<file path="src/rtl/ipd_stage_if.sv">
// ipd_stage_if: IF -> IPD -> ID handshake and data bundle.
// Revision: 1.0
`default_nettype none

interface ipd_stage_if;
   logic [63:0]  IF_to_IPD_bus;
   logic         IF_to_IPD_valid;
   logic [31:0]  inst_ram_rdata;
   logic         br_cancel;
   logic         ID_allow_in;
   logic         IPD_allow_in;
   logic         IPD_to_ID_valid;
   logic [103:0] IPD_to_ID_bus;

   // master drives the stage (IF/ID neighbours), slave is the stage itself
   modport master (
      output IF_to_IPD_bus, IF_to_IPD_valid, inst_ram_rdata, br_cancel, ID_allow_in,
      input  IPD_allow_in, IPD_to_ID_valid, IPD_to_ID_bus
   );
   modport slave (
      input  IF_to_IPD_bus, IF_to_IPD_valid, inst_ram_rdata, br_cancel, ID_allow_in,
      output IPD_allow_in, IPD_to_ID_valid, IPD_to_ID_bus
   );
endinterface

`default_nettype wire

</file>
<file path="src/rtl/ipd_stage.sv">
// ipd_stage: instruction pre-decode stage with inst RAM capture buffer.
// Revision: 1.0
`default_nettype none

module ipd_stage #(
   parameter bit          PD_EN      = 1'b1,
   parameter logic [31:0] RESET_INST = 32'h0
) (
   input  wire logic clk,
   input  wire logic reset,
   ipd_stage_if.slave bus
);

   logic        ipd_valid;
   logic        buf_valid;
   logic [31:0] inst_buf;
   logic [31:0] pc_q;
   logic [31:0] inst_q;
   logic [31:0] target_q;
   logic [3:0]  class_q;

   logic        allow_in;
   logic        transfer;
   logic [31:0] sel_inst;
   logic [31:0] in_pc;
   logic [35:0] pd_full;
   logic [35:0] pd;

   wire unused_bus_lo = &{1'b0, bus.IF_to_IPD_bus[31:0]};

   function automatic logic [35:0] predecode(input logic [31:0] inst, input logic [31:0] pc);
      logic [5:0]  op;
      logic [3:0]  cls;
      logic [31:0] tgt;
      op  = inst[31:26];
      cls = 4'b0000;
      tgt = 32'h0;
      if (op == 6'b010100 || op == 6'b010101) begin
         cls = 4'b0001;
         tgt = pc + {{4{inst[9]}}, inst[9:0], inst[25:10], 2'b00};
      end else if (op >= 6'b010110 && op <= 6'b011011) begin
         cls = 4'b0010;
         tgt = pc + {{14{inst[25]}}, inst[25:10], 2'b00};
      end else if (op == 6'b010011) begin
         cls = 4'b0100;
      end else if (op == 6'b001010) begin
         cls = 4'b1000;
      end
      return {cls, tgt};
   endfunction

   assign allow_in = ~ipd_valid | bus.ID_allow_in;
   assign transfer = bus.IF_to_IPD_valid & allow_in & ~bus.br_cancel;
   // RAM data is only valid on first presentation; afterwards the buffer holds it
   assign sel_inst = buf_valid ? inst_buf : bus.inst_ram_rdata;
   assign in_pc    = bus.IF_to_IPD_bus[63:32] - 32'd4;
   assign pd_full  = predecode(sel_inst, in_pc);
   assign pd       = PD_EN ? pd_full : 36'h0;

   always_ff @(posedge clk) begin
      if (reset) begin
         buf_valid <= 1'b0;
         inst_buf  <= 32'h0;
      end else if (bus.br_cancel || transfer) begin
         buf_valid <= 1'b0;
      end else if (bus.IF_to_IPD_valid && !buf_valid) begin
         buf_valid <= 1'b1;
         inst_buf  <= bus.inst_ram_rdata;
      end
   end

   always_ff @(posedge clk) begin
      if (reset) begin
         ipd_valid <= 1'b0;
         pc_q      <= 32'h0;
         inst_q    <= RESET_INST;
         target_q  <= 32'h0;
         class_q   <= 4'h0;
      end else if (bus.br_cancel) begin
         ipd_valid <= 1'b0;
      end else if (transfer) begin
         ipd_valid <= 1'b1;
         pc_q      <= in_pc;
         inst_q    <= sel_inst;
         class_q   <= pd[35:32];
         target_q  <= pd[31:0];
      end else if (bus.ID_allow_in) begin
         ipd_valid <= 1'b0;
      end
   end

   assign bus.IPD_allow_in    = allow_in;
   assign bus.IPD_to_ID_valid = ipd_valid;
   assign bus.IPD_to_ID_bus   = {class_q, target_q, 4'b0000, pc_q, inst_q};

endmodule

`default_nettype wire

</file>
<file path="src/flat_wrapper.sv">
// flat-port wrapper written by rule: the top's interface ports become plain ports
module ipd_stage_flat 
#(
   parameter bit          PD_EN      = 1'b1,
   parameter logic [31:0] RESET_INST = 32'h0
)
  (clk, reset, bus_IF_to_IPD_bus, bus_IF_to_IPD_valid, bus_inst_ram_rdata, bus_br_cancel, bus_ID_allow_in, bus_IPD_allow_in, bus_IPD_to_ID_valid, bus_IPD_to_ID_bus);
  ipd_stage_if bus_i ();
  input  wire logic clk;
  input  wire logic reset;
  input wire logic [$bits(bus_i.IF_to_IPD_bus)-1:0] bus_IF_to_IPD_bus;
  input wire logic [$bits(bus_i.IF_to_IPD_valid)-1:0] bus_IF_to_IPD_valid;
  input wire logic [$bits(bus_i.inst_ram_rdata)-1:0] bus_inst_ram_rdata;
  input wire logic [$bits(bus_i.br_cancel)-1:0] bus_br_cancel;
  input wire logic [$bits(bus_i.ID_allow_in)-1:0] bus_ID_allow_in;
  output wire logic [$bits(bus_i.IPD_allow_in)-1:0] bus_IPD_allow_in;
  output wire logic [$bits(bus_i.IPD_to_ID_valid)-1:0] bus_IPD_to_ID_valid;
  output wire logic [$bits(bus_i.IPD_to_ID_bus)-1:0] bus_IPD_to_ID_bus;
  assign bus_i.IF_to_IPD_bus = bus_IF_to_IPD_bus;
  assign bus_i.IF_to_IPD_valid = bus_IF_to_IPD_valid;
  assign bus_i.inst_ram_rdata = bus_inst_ram_rdata;
  assign bus_i.br_cancel = bus_br_cancel;
  assign bus_i.ID_allow_in = bus_ID_allow_in;
  assign bus_IPD_allow_in = bus_i.IPD_allow_in;
  assign bus_IPD_to_ID_valid = bus_i.IPD_to_ID_valid;
  assign bus_IPD_to_ID_bus = bus_i.IPD_to_ID_bus;
  ipd_stage #(.PD_EN(PD_EN), .RESET_INST(RESET_INST)) u_core (.clk(clk), .reset(reset), .bus(bus_i));
endmodule
</file>
<file path="config.mk">
export PLATFORM = sky130hd
export DESIGN_NAME = ipd_stage_flat
export DESIGN_NICKNAME = d
export VERILOG_FILES = /design/src/rtl/ipd_stage_if.sv /design/src/rtl/ipd_stage.sv /design/src/flat_wrapper.sv
export SDC_FILE = /design/constraint.sdc
export NUM_CORES = 1
export LEC_CHECK = 0
export CAP_MARGIN = 15
export CORE_MARGIN = 2
export CORE_UTILIZATION = 51
export CTS_BUF_LIST = sky130_fd_sc_hd__clkbuf_2 sky130_fd_sc_hd__clkbuf_4 sky130_fd_sc_hd__clkbuf_8
export DETAILED_ROUTE_END_ITERATION = 10
export MAX_ROUTING_LAYER = met4
export PLACE_DENSITY = 0.86
export SLEW_MARGIN = 25
export SYNTH_ARGS = -nofsm -noshare
export SYNTH_HDL_FRONTEND = slang
export SYNTH_SLANG_ARGS = --single-unit
</file>
<file path="constraint.sdc">
create_clock -name clk -period 4.95 [get_ports clk]
set_input_delay 0.495 -clock clk [delete_from_list [all_inputs] [get_ports clk]]
set_output_delay 0.495 -clock clk [all_outputs]
set_load 0.02 [all_outputs]
</file>
== Yosys cells after proc, flatten, opt, wreduce, memory -nomap -nowiden ==
Index checks and enable logic that the tools add are counted.
Cells by class
  $lt $le $gt $ge: 2
  muxes and demuxes: 9
  reduce and logical (&&, ||, !) cells: 10
  bitwise logic cells: 6
  equal/unequal tests: 4
  add/subtract/negate cells: 3
Operators with widths (count)
  $mux 32: 3
  $add 32x32->32: 2
  $sub 32x3->32 const B: 1
  $eq 6x5->1 const B: 3
  $mux 4: 4
  $eq 6x4->1 const B: 1
  $ge 6x5->1 const B: 1
  $le 6x5->1 const B: 1
  $reduce_and 2->1: 2
  $reduce_or 2->1: 2
  $not 1->1: 3
  $and 1x1->1: 2
  $logic_and 1x1->1: 2
  $logic_or 1x1->1: 2
  $mux 1: 2
  $reduce_bool 2->1: 1
  $logic_not 1->1: 1
  $or 1x1->1: 1
Storage, ports and cells
  output and inout port bits: 106
  input bits: 101
  bits in registers: 134
  logic and storage cells: 41

== Longest topological paths before layout ==
Gate-level depths: netlist of the first run.
  depth after elaboration: 7
  mapped depth: 22

== Least setup slack after synthesis of the first run ==
Ideal clock, no wire load.
  path type: input port to flip-flop
  start point: in bus_IF_to_IPD_bus[34]
  end point: reg u_core.target_q[31]
  slack: 0.631 ns
  library setup time: 0.086 ns
  arrival time: 4.233 ns
  path buffers: 1
  stages on the path: 22
  cells stage by stage: inv_1 > ha_1 > nor3b_2 > nand2b_1 > or4_4 > nor2_2 > nand2_2 > or3_4 > nand2b_1 > xor2_1 > inv_1 > ha_1 > clkbuf_1 > a21oi_1 > nor2_1 > a311o_1 > a211o_1 > nor3_1 > a21oi_1 > xnor2_1 > nand2_1 > a211oi_1
Between the ends
  longest elaborated chain between the ends: 4
  elaborated cells between the ends (all ways): 5
Ends and longest elaborated chain
  start: declaration: line flat_wrapper.sv:11  | input wire logic [$bits(bus_i.IF_to_IPD_bus)-1:0] bus_IF_to_IPD_bus;
  $sub 32x3->32 (*): line ipd_stage.sv:56  | assign in_pc = bus.IF_to_IPD_bus[63:32] - 32'd4;
  named net u_core.in_pc[26]: line ipd_stage.sv:25  | logic [31:0] in_pc;
  $add 32x32->32: line ipd_stage.sv:43  | tgt = pc + {{14{inst[25]}}, inst[25:10], 2'b00};
  $mux 32: line ipd_stage.sv:41  | end else if (op >= 6'b010110 && op <= 6'b011011) begin
  $mux 32 (*): line ipd_stage.sv:38  | if (op == 6'b010100 || op == 6'b010101) begin
  end signal: assignment: line ipd_stage.sv:86  | target_q <= pd[31:0];
  end: declaration: line ipd_stage.sv:19  | logic [31:0] target_q;
Mark *: on every way through the listed nets, which the timed path passes. The rest lies on a longest branch.
A chain may end at the register's enable or synchronous reset.

== Worst setup path after layout of the first run ==
  start point: in bus_IF_to_IPD_bus[34]
  end point: reg u_core.target_q[26]
Same word-level chain as after synthesis.

==> flow_metrics.env, run 1 <==
export IMPL_status="complete, no violations"
export IMPL_rrSetupSlack_ns=0.75
export IMPL_seqPwrFrac=0.391
export IMPL_die_y_um=129
export IMPL_required_ns=5.32
export IMPL_seq_area_frac_synth=0.334
export IMPL_dp_cells=1477
export IMPL_worstHoldStart="u_core.target_q[1]"
export IMPL_synth_area_top_cells="dfxtp_1, ha_1, a21oi_1"
export IMPL_holdPathStages=2
export IMPL_critPathMaxStageDelay_ns=0.45
export IMPL_vias=8800
export IMPL_grt_max_degree=88
export IMPL_setup_ws_ns=0.0710
export IMPL_worstSetupStartpointType="input pin"
export IMPL_swShare=0.327
export IMPL_synth_top_area_frac=0.334
export IMPL_dp_slack_ns=-0.198
export IMPL_vias_per_cell=5.82
export IMPL_io_pins=207
export IMPL_dp_hpwl_um=19900
export IMPL_post_synth_top_count_cell="nor2_1"
export IMPL_synth_distinct_cells=64
export IMPL_crit_type="in2reg"
export IMPL_synth_edff_count=0
export IMPL_stdcell_count=1513
export IMPL_cellPowerDensity_nw_per_um2=266
export IMPL_cpMaxStageDelayCell="or4_4"
export IMPL_clock_path_buffers=2
export IMPL_multiInputGateArea_um2=5060
export IMPL_maxSlewViolCount=0
export IMPL_r2r_end="u_core.target_q[26]"
export IMPL_p_int_mw=1.98
export IMPL_ir_drop_v=0.000175
export IMPL_combPwrFrac=0.295
export IMPL_switching_power_mw=0.962
export IMPL_drtPass1Iterations=6
export IMPL_antenna_found_initial=0
export IMPL_ys_flop_type="dfxtp_1"
export IMPL_synth_commonest_cells="nor2_1, nand2_1, dfxtp_1"
export IMPL_seq_area_um2=2680
export IMPL_worstPathArrival_ns=5.25
export IMPL_fin_crit_sh=0.986
export IMPL_fp_dieW_um=129
export IMPL_skew_ns=0.0110
export IMPL_synth_area_leader_cell="dfxtp_1"
export IMPL_placed_cell_area_um2=10600
export IMPL_first_global_vias=8313
export IMPL_clockRootBuffer="clkbuf_8"
export IMPL_portBuffers=170
export IMPL_grt_pass1_wl_um=41800
export IMPL_antennaDiodeCount=0
export IMPL_die_area_um2=16800
export IMPL_remaining_drc_errors=0
export IMPL_clockPowerShare=0.313
export IMPL_rows=45
export IMPL_core_area_um2=15300
export IMPL_ys_seq_elements=134
export IMPL_finalInstanceArea_um2=11100
export IMPL_setup_tns_ns=0
export IMPL_worst_pin_slew_ns=0.935
export IMPL_path_max_fanout=4
export IMPL_critPathBufInv=4
export IMPL_synth_warnings=0
export IMPL_rr_worst_depth=13
export IMPL_start_util=0.524
export IMPL_wl_per_cell_um=17.9
export IMPL_avgSynthCellArea_um2=7.67
export IMPL_clock_sinks=134
export IMPL_rsz0062_at_grt="true"
export IMPL_globalplace_congestion=0.966
export IMPL_wl_um=27100
export IMPL_cap_viol_max_count=0
export IMPL_grt_usage=0.328
export IMPL_finalWorstPathRequiredPeriod_ns=4.88
export IMPL_hp_class="reg2reg"
export IMPL_slew_headroom=0.377
export IMPL_endpoint_kind="flip-flop"
export IMPL_areaGrowthSynthToFinish_pct=37.9
export IMPL_first_iter_violations=845
export IMPL_holdPathEnd="u_core.target_q[1]"
export IMPL_num_fill_cells=1164
export IMPL_numCtsBuffers=17
export IMPL_synthCells=1046
export IMPL_final_hold_violation_count=0
export IMPL_final_setup_viol_count=0
export IMPL_clk_latency_ns=0.47
export IMPL_ys_async_sr_fraction=0
export IMPL_final_net_count=1435
export IMPL_cts_tree="built"
export IMPL_htree_levels=4
export IMPL_ant_nets=0
export IMPL_crit_chain="clkdlybuf4s50_1 > inv_1 > ha_2 > nor3b_4 > nand2b_1 > or4_4 > buf_4 > nor3_1 > xor2_1 > ha_1 > and4_1 > and3_1 > o211ai_1 > a21oi_1 > o41ai_1 > buf_4 > o311ai_1 > xor2_1 > a22oi_1 > a211oi_1"
export IMPL_crit_family="simple AND/OR/NAND/NOR gates"
export IMPL_p_leak_nw=4.34
export IMPL_overflow=0
export IMPL_path_clk_slew_ns=0.08
export IMPL_timing_rr_start="u_core.buf_valid"
export IMPL_max_freq_mhz=205
export IMPL_drive_gt1_frac=0.154
export IMPL_syn_area_um2=8030
-- worst register-to-register path, delay by kind of cell, from the launching register on --
kind	cells	cell delay, ns
AOI/OAI and AO/OA	6	1.29
DFF	1	0.74
buffers and inverters	2	0.48
and+or+nand+nor	2	0.46
adders and majority gates	1	0.42
muxes	1	0.39
xor gates and xnor gates	1	0.33
-- power by group through the flow --
stage               logic (mW)  clock network (mW)  registers (mW)
floorplan                0.418                   0            1.22
finish                   0.868               0.921            1.15
CTS                      0.846               0.927            1.15
detailed placement       0.837                   0            1.17
global route             0.933               0.971            1.15
global placement         0.824                   0            1.17
-- cell usage in the layout (no fill, tap or decap), types with 6 or more instances in the layout --
cell             netlist  final
o21bai_1               9      9
nor2_1               144    143
a21oi_1              108    107
mux2i_1                7      7
inv_1                 23     23
a22oi_1                8      8
nor4_1                 7      7
nand4_1                7      7
nand3_1               19     19
dfxtp_1              134    133
a21o_1                17     17
nor3_1                70     68
mux2_2                26     26
and3_1                 6      6
xor2_1                30     30
a211oi_1              20     20
clkdlybuf4s50_1        0    169
xnor2_1               34     34
clkbuf_8               0     17
a221oi_1               8      8
o21ai_0               20     20
ha_1                  44     41
nand2_1              143    143
buf_4                  4    118
-- state kept, by name, indices dropped and copies added, names as in the netlist --
register and flops:
u_core.pc_q 32, u_core.class_q 4, u_core.target_q 32, u_core.buf_valid 1, u_core.inst_buf 32, u_core.inst_q 32, u_core.bus.IPD_to_ID_valid 1
-- final cells by class --
class / instances / share of cell area
clock inverter: 14 / 0.0137
multi-input combinational: 826 / 0.457
timing repair buffer: 287 / 0.233
sequential: 134 / 0.243
inverter: 23 / 0.00780
clock buffer: 18 / 0.0218
tap: 211 / 0.0239
-- worst max path at each step --
| stage | start | end | slack [ns] | cells after the start |
|---|---|---|---|---|
| final | bus_IF_to_IPD_bus[34] | u_core.target_q[26] | 0.07 | 20 |
| after global routing | bus_IF_to_IPD_bus[34] | u_core.target_q[26] | -0.11 | 20 |
| after CTS | bus_IF_to_IPD_bus[34] | u_core.target_q[31] | 0.23 | 23 |
| after floorplan | bus_IF_to_IPD_bus[34] | u_core.target_q[31] | 0.63 | 22 |
| after global placement | bus_IF_to_IPD_bus[35] | u_core.target_q[29] | -0.08 | 22 |
| after detailed placement | bus_IF_to_IPD_bus[34] | u_core.target_q[31] | -0.20 | 23 |
-- layer usage --
metal / share of wire / vias up / wire (um) / global-route usage
met5: 0 / - / 0 / -
met4: 0.035 / 0 / 942 / 0.132
met3: 0.079 / 86 / 2130 / 0.0508
met2: 0.47 / 444 / 12700 / 0.526
met1: 0.42 / 4109 / 11300 / 0.415
li1: - / 4161 / - / -
-- cells by family after synthesis --
logic type,count (synthesis),synth area share
flip-flops,134,0.334
multiplexers,33,0.0452
AND/OR/NAND/NOR,440,0.247
adder cells (fa/ha/maj),45,0.0711
other,1,0.000467
XOR/XNOR,64,0.0698
buffers and inverters,89,0.0435
AO/OA/AOI/OAI,240,0.189
-- metrics by stage --
| stage | hold slack [ns] | power, mW | util |
|---|---|---|---|
| 2_1_floorplan | 0.433 | 1.64 | - |
| 3_3_place_gp | 0.437 | 2.00 | 0.692 |
| 3_5_place_dp | 0.446 | 2.01 | 0.692 |
| 4_1_cts | 0.455 | 2.92 | 0.718 |
| 5_1_grt | 0.480 | 3.06 | 0.723 |
| 6_report | 0.454 | 2.94 | 0.723 |
-- repair_timing --
action / in CTS / in global routing
hold buffers: 0 / 0
buffers inserted: 0 / 4
endpoints found under the setup margin: 0 / 6
hold endpoints to repair: 0 / 0
resized for setup: 0 / 7
Note: power is estimated with default switching activity, not from simulation.
==> inputs of run 2 (changes only) <==
--- a/config.mk
+++ b/config.mk
@@ -7,11 +7,11 @@
 export LEC_CHECK = 0
 export CAP_MARGIN = 15
 export CORE_MARGIN = 2
-export CORE_UTILIZATION = 51
+export CORE_UTILIZATION = 25
 export CTS_BUF_LIST = sky130_fd_sc_hd__clkbuf_2 sky130_fd_sc_hd__clkbuf_4 sky130_fd_sc_hd__clkbuf_8
 export DETAILED_ROUTE_END_ITERATION = 10
 export MAX_ROUTING_LAYER = met4
-export PLACE_DENSITY = 0.86
+export PLACE_DENSITY = 0.5
 export SLEW_MARGIN = 25
 export SYNTH_ARGS = -nofsm -noshare
 export SYNTH_HDL_FRONTEND = slang
==> run 2 against run 1 <==
Critical path depth is 4 higher. Sequential power about the same. Utilization shrank 35 points. Cell count increased by 15%. Maximum frequency increased by 2.8%. Non-clock buffer count grew 35. Largest power group unchanged. Global-route usage fell by 14 points. Hold slack worse by 0.00060 ns.
==> flow_metrics.env, run 2 (synthesis gave the netlist of run 1 again) <==
export IMPL_status="complete, no violations"
export IMPL_max_freq_mhz=211
export IMPL_drtPass1Iterations=8
export IMPL_wl_um=30200
export IMPL_clock_sinks=134
export IMPL_grt_usage=0.183
export IMPL_rr_worst_depth=13
export IMPL_final_hold_violation_count=0
export IMPL_io_pins=207
export IMPL_overflow=0
export IMPL_holdPathStages=2
export IMPL_portBuffers=170
export IMPL_path_max_fanout=3
export IMPL_final_net_count=1470
export IMPL_r2r_end="u_core.target_q[26]"
export IMPL_worst_pin_slew_ns=0.829
export IMPL_ir_drop_v=0.000153
export IMPL_rows=65
export IMPL_whs_ns=0.453
export IMPL_core_area_um2=31600
export IMPL_dp_cells=1704
export IMPL_setup_tns_ns=0
export IMPL_crit_type="in2reg"
export IMPL_first_global_vias=8230
export IMPL_finalWorstPathRequiredPeriod_ns=4.74
export IMPL_slew_headroom=0.447
export IMPL_antennaDiodeCount=0
export IMPL_skew_ns=0.0192
export IMPL_first_iter_violations=407
export IMPL_hp_class="reg2reg"
export IMPL_remaining_drc_errors=0
export IMPL_wl_per_cell_um=17.4
export IMPL_endpoint_kind="flip-flop"
export IMPL_rrSetupSlack_ns=1.10
export IMPL_numCtsBuffers=17
export IMPL_cellPowerDensity_nw_per_um2=265
export IMPL_holdPathEnd="u_core.target_q[0]"
export IMPL_vias_per_cell=4.83
export IMPL_ctsHoldBuffers=0
export IMPL_maxSlewViolCount=0
export IMPL_p_leak_nw=4.56
export IMPL_clk_latency_ns=0.46
export IMPL_final_cell_mix="clkdlybuf4s50_1, buf_4, nand2_1, nor2_1, dfxtp_1"
export IMPL_worstHoldStart="u_core.target_q[0]"
export IMPL_start_util=0.254
export IMPL_stdcell_count=1739
export IMPL_dp_hpwl_um=22800
export IMPL_final_setup_viol_count=0
export IMPL_cts_tree="built"
export IMPL_drive_gt1_frac=0.184
export IMPL_antenna_found_initial=0
export IMPL_final_common_cell="clkdlybuf4s50_1"
export IMPL_cap_viol_max_count=0
export IMPL_die_y_um=183
export IMPL_worstSetupStartpointType="input pin"
export IMPL_clockRootBuffer="clkbuf_8"
export IMPL_path_clk_slew_ns=0.08
export IMPL_clock_path_buffers=2
export IMPL_ant_nets=0
export IMPL_die_area_um2=33600
export IMPL_htree_levels=4
export IMPL_fin_crit_sh=0.958
export IMPL_grt_pass1_wl_um=46300
export IMPL_vias=8407
export IMPL_required_ns=5.32
export IMPL_areaGrowthSynthToFinish_pct=45.6
export IMPL_globalplace_congestion=0.860
export IMPL_timing_rr_start="u_core.buf_valid"
export IMPL_worstPathArrival_ns=5.11
export IMPL_grt_max_degree=64
export IMPL_fp_dieW_um=183
## run 2: final cells by class
| type | count | area [um^2] |
|---|---|---|
| Clock inverter | 14 | 188 |
| Inverter | 23 | 86.3 |
| Multi-Input combinational cell | 826 | 5120 |
| Sequential cell | 134 | 2680 |
| Timing Repair Buffer | 322 | 2850 |
| Fill cell | 3337 | 19900 |
| Tap cell | 402 | 503 |
| Clock buffer | 18 | 248 |
## run 2: repair_timing
action                                  CTS  global route
setup buffers                             0             3
endpoints found under the setup margin    0             8
gates resized for setup                   0            17
## run 2: worst max-delay path by stage
| stage | slack [ns] | from | endpoint | depth (start not counted) |
|---|---|---|---|---|
| final | 0.21 | bus_IF_to_IPD_bus[34] | u_core.target_q[31] | 24 |
| after CTS | 0.20 | bus_IF_to_IPD_bus[36] | u_core.target_q[29] | 22 |
| after detailed placement | -0.25 | bus_IF_to_IPD_bus[34] | u_core.target_q[27] | 24 |
| after floorplan | 0.63 | bus_IF_to_IPD_bus[34] | u_core.target_q[31] | 22 |
| after global placement | -0.28 | bus_IF_to_IPD_bus[36] | u_core.target_q[29] | 22 |
| after global routing | -0.04 | bus_IF_to_IPD_bus[34] | u_core.target_q[31] | 24 |
## run 2: critical path, cell delays in order
cell and delay, ns:
clkdlybuf4s50_1 0.43, inv_1 0.09, ha_1 0.17, nor3b_4 0.20
buf_4 0.16, nand2b_1 0.08, or4_4 0.45, nor2_2 0.11
nand2_2 0.12, or3_4 0.41, nor2_2 0.13, xnor2_2 0.14
inv_1 0.10, buf_4 0.15, ha_1 0.28, nand3_1 0.13
nor3_1 0.07, a311o_1 0.36, a211o_1 0.32, nor3_1 0.15
a21oi_1 0.10, xnor2_1 0.19, nand2_1 0.09, a211oi_2 0.21
## run 2: per-stage QoR
step	instance area [um^2]	setup WS (ns)	util	total power [mW]
floorplan	8040	0.631	-	1.64
global placement	11100	-0.281	0.353	2.07
detailed placement	11100	-0.254	0.353	2.07
CTS	11600	0.197	0.367	3.13
global route	11700	-0.0405	0.370	3.27
finish	11700	0.206	0.370	3.10
## run 2: layer usage
layer / track usage / share of wire / up-vias
met4: 0.0486 / 0.018 / 0
met2: 0.292 / 0.46 / 203
met5: - / 0 / -
met1: 0.243 / 0.48 / 3957
met3: 0.0254 / 0.043 / 24
li1: - / - / 4223
## run 2: power by group
part	internal [mW]	total, mW	switching, mW
sequential	1.12	1.15	0.0271
combinational	0.425	0.909	0.484
clock	0.528	1.04	0.512
total	2.08	3.10	1.02
==> inputs of run 3 (changes only) <==
--- a/config.mk
+++ b/config.mk
@@ -5,7 +5,7 @@
 export SDC_FILE = /design/constraint.sdc
 export NUM_CORES = 1
 export LEC_CHECK = 0
-export CAP_MARGIN = 15
+export CAP_MARGIN = 20
 export CORE_MARGIN = 2
 export CORE_UTILIZATION = 25
 export CTS_BUF_LIST = sky130_fd_sc_hd__clkbuf_2 sky130_fd_sc_hd__clkbuf_4 sky130_fd_sc_hd__clkbuf_8
==> results of run 3 <==
The final DEF is identical to that of run 2; final timing and power are the same.
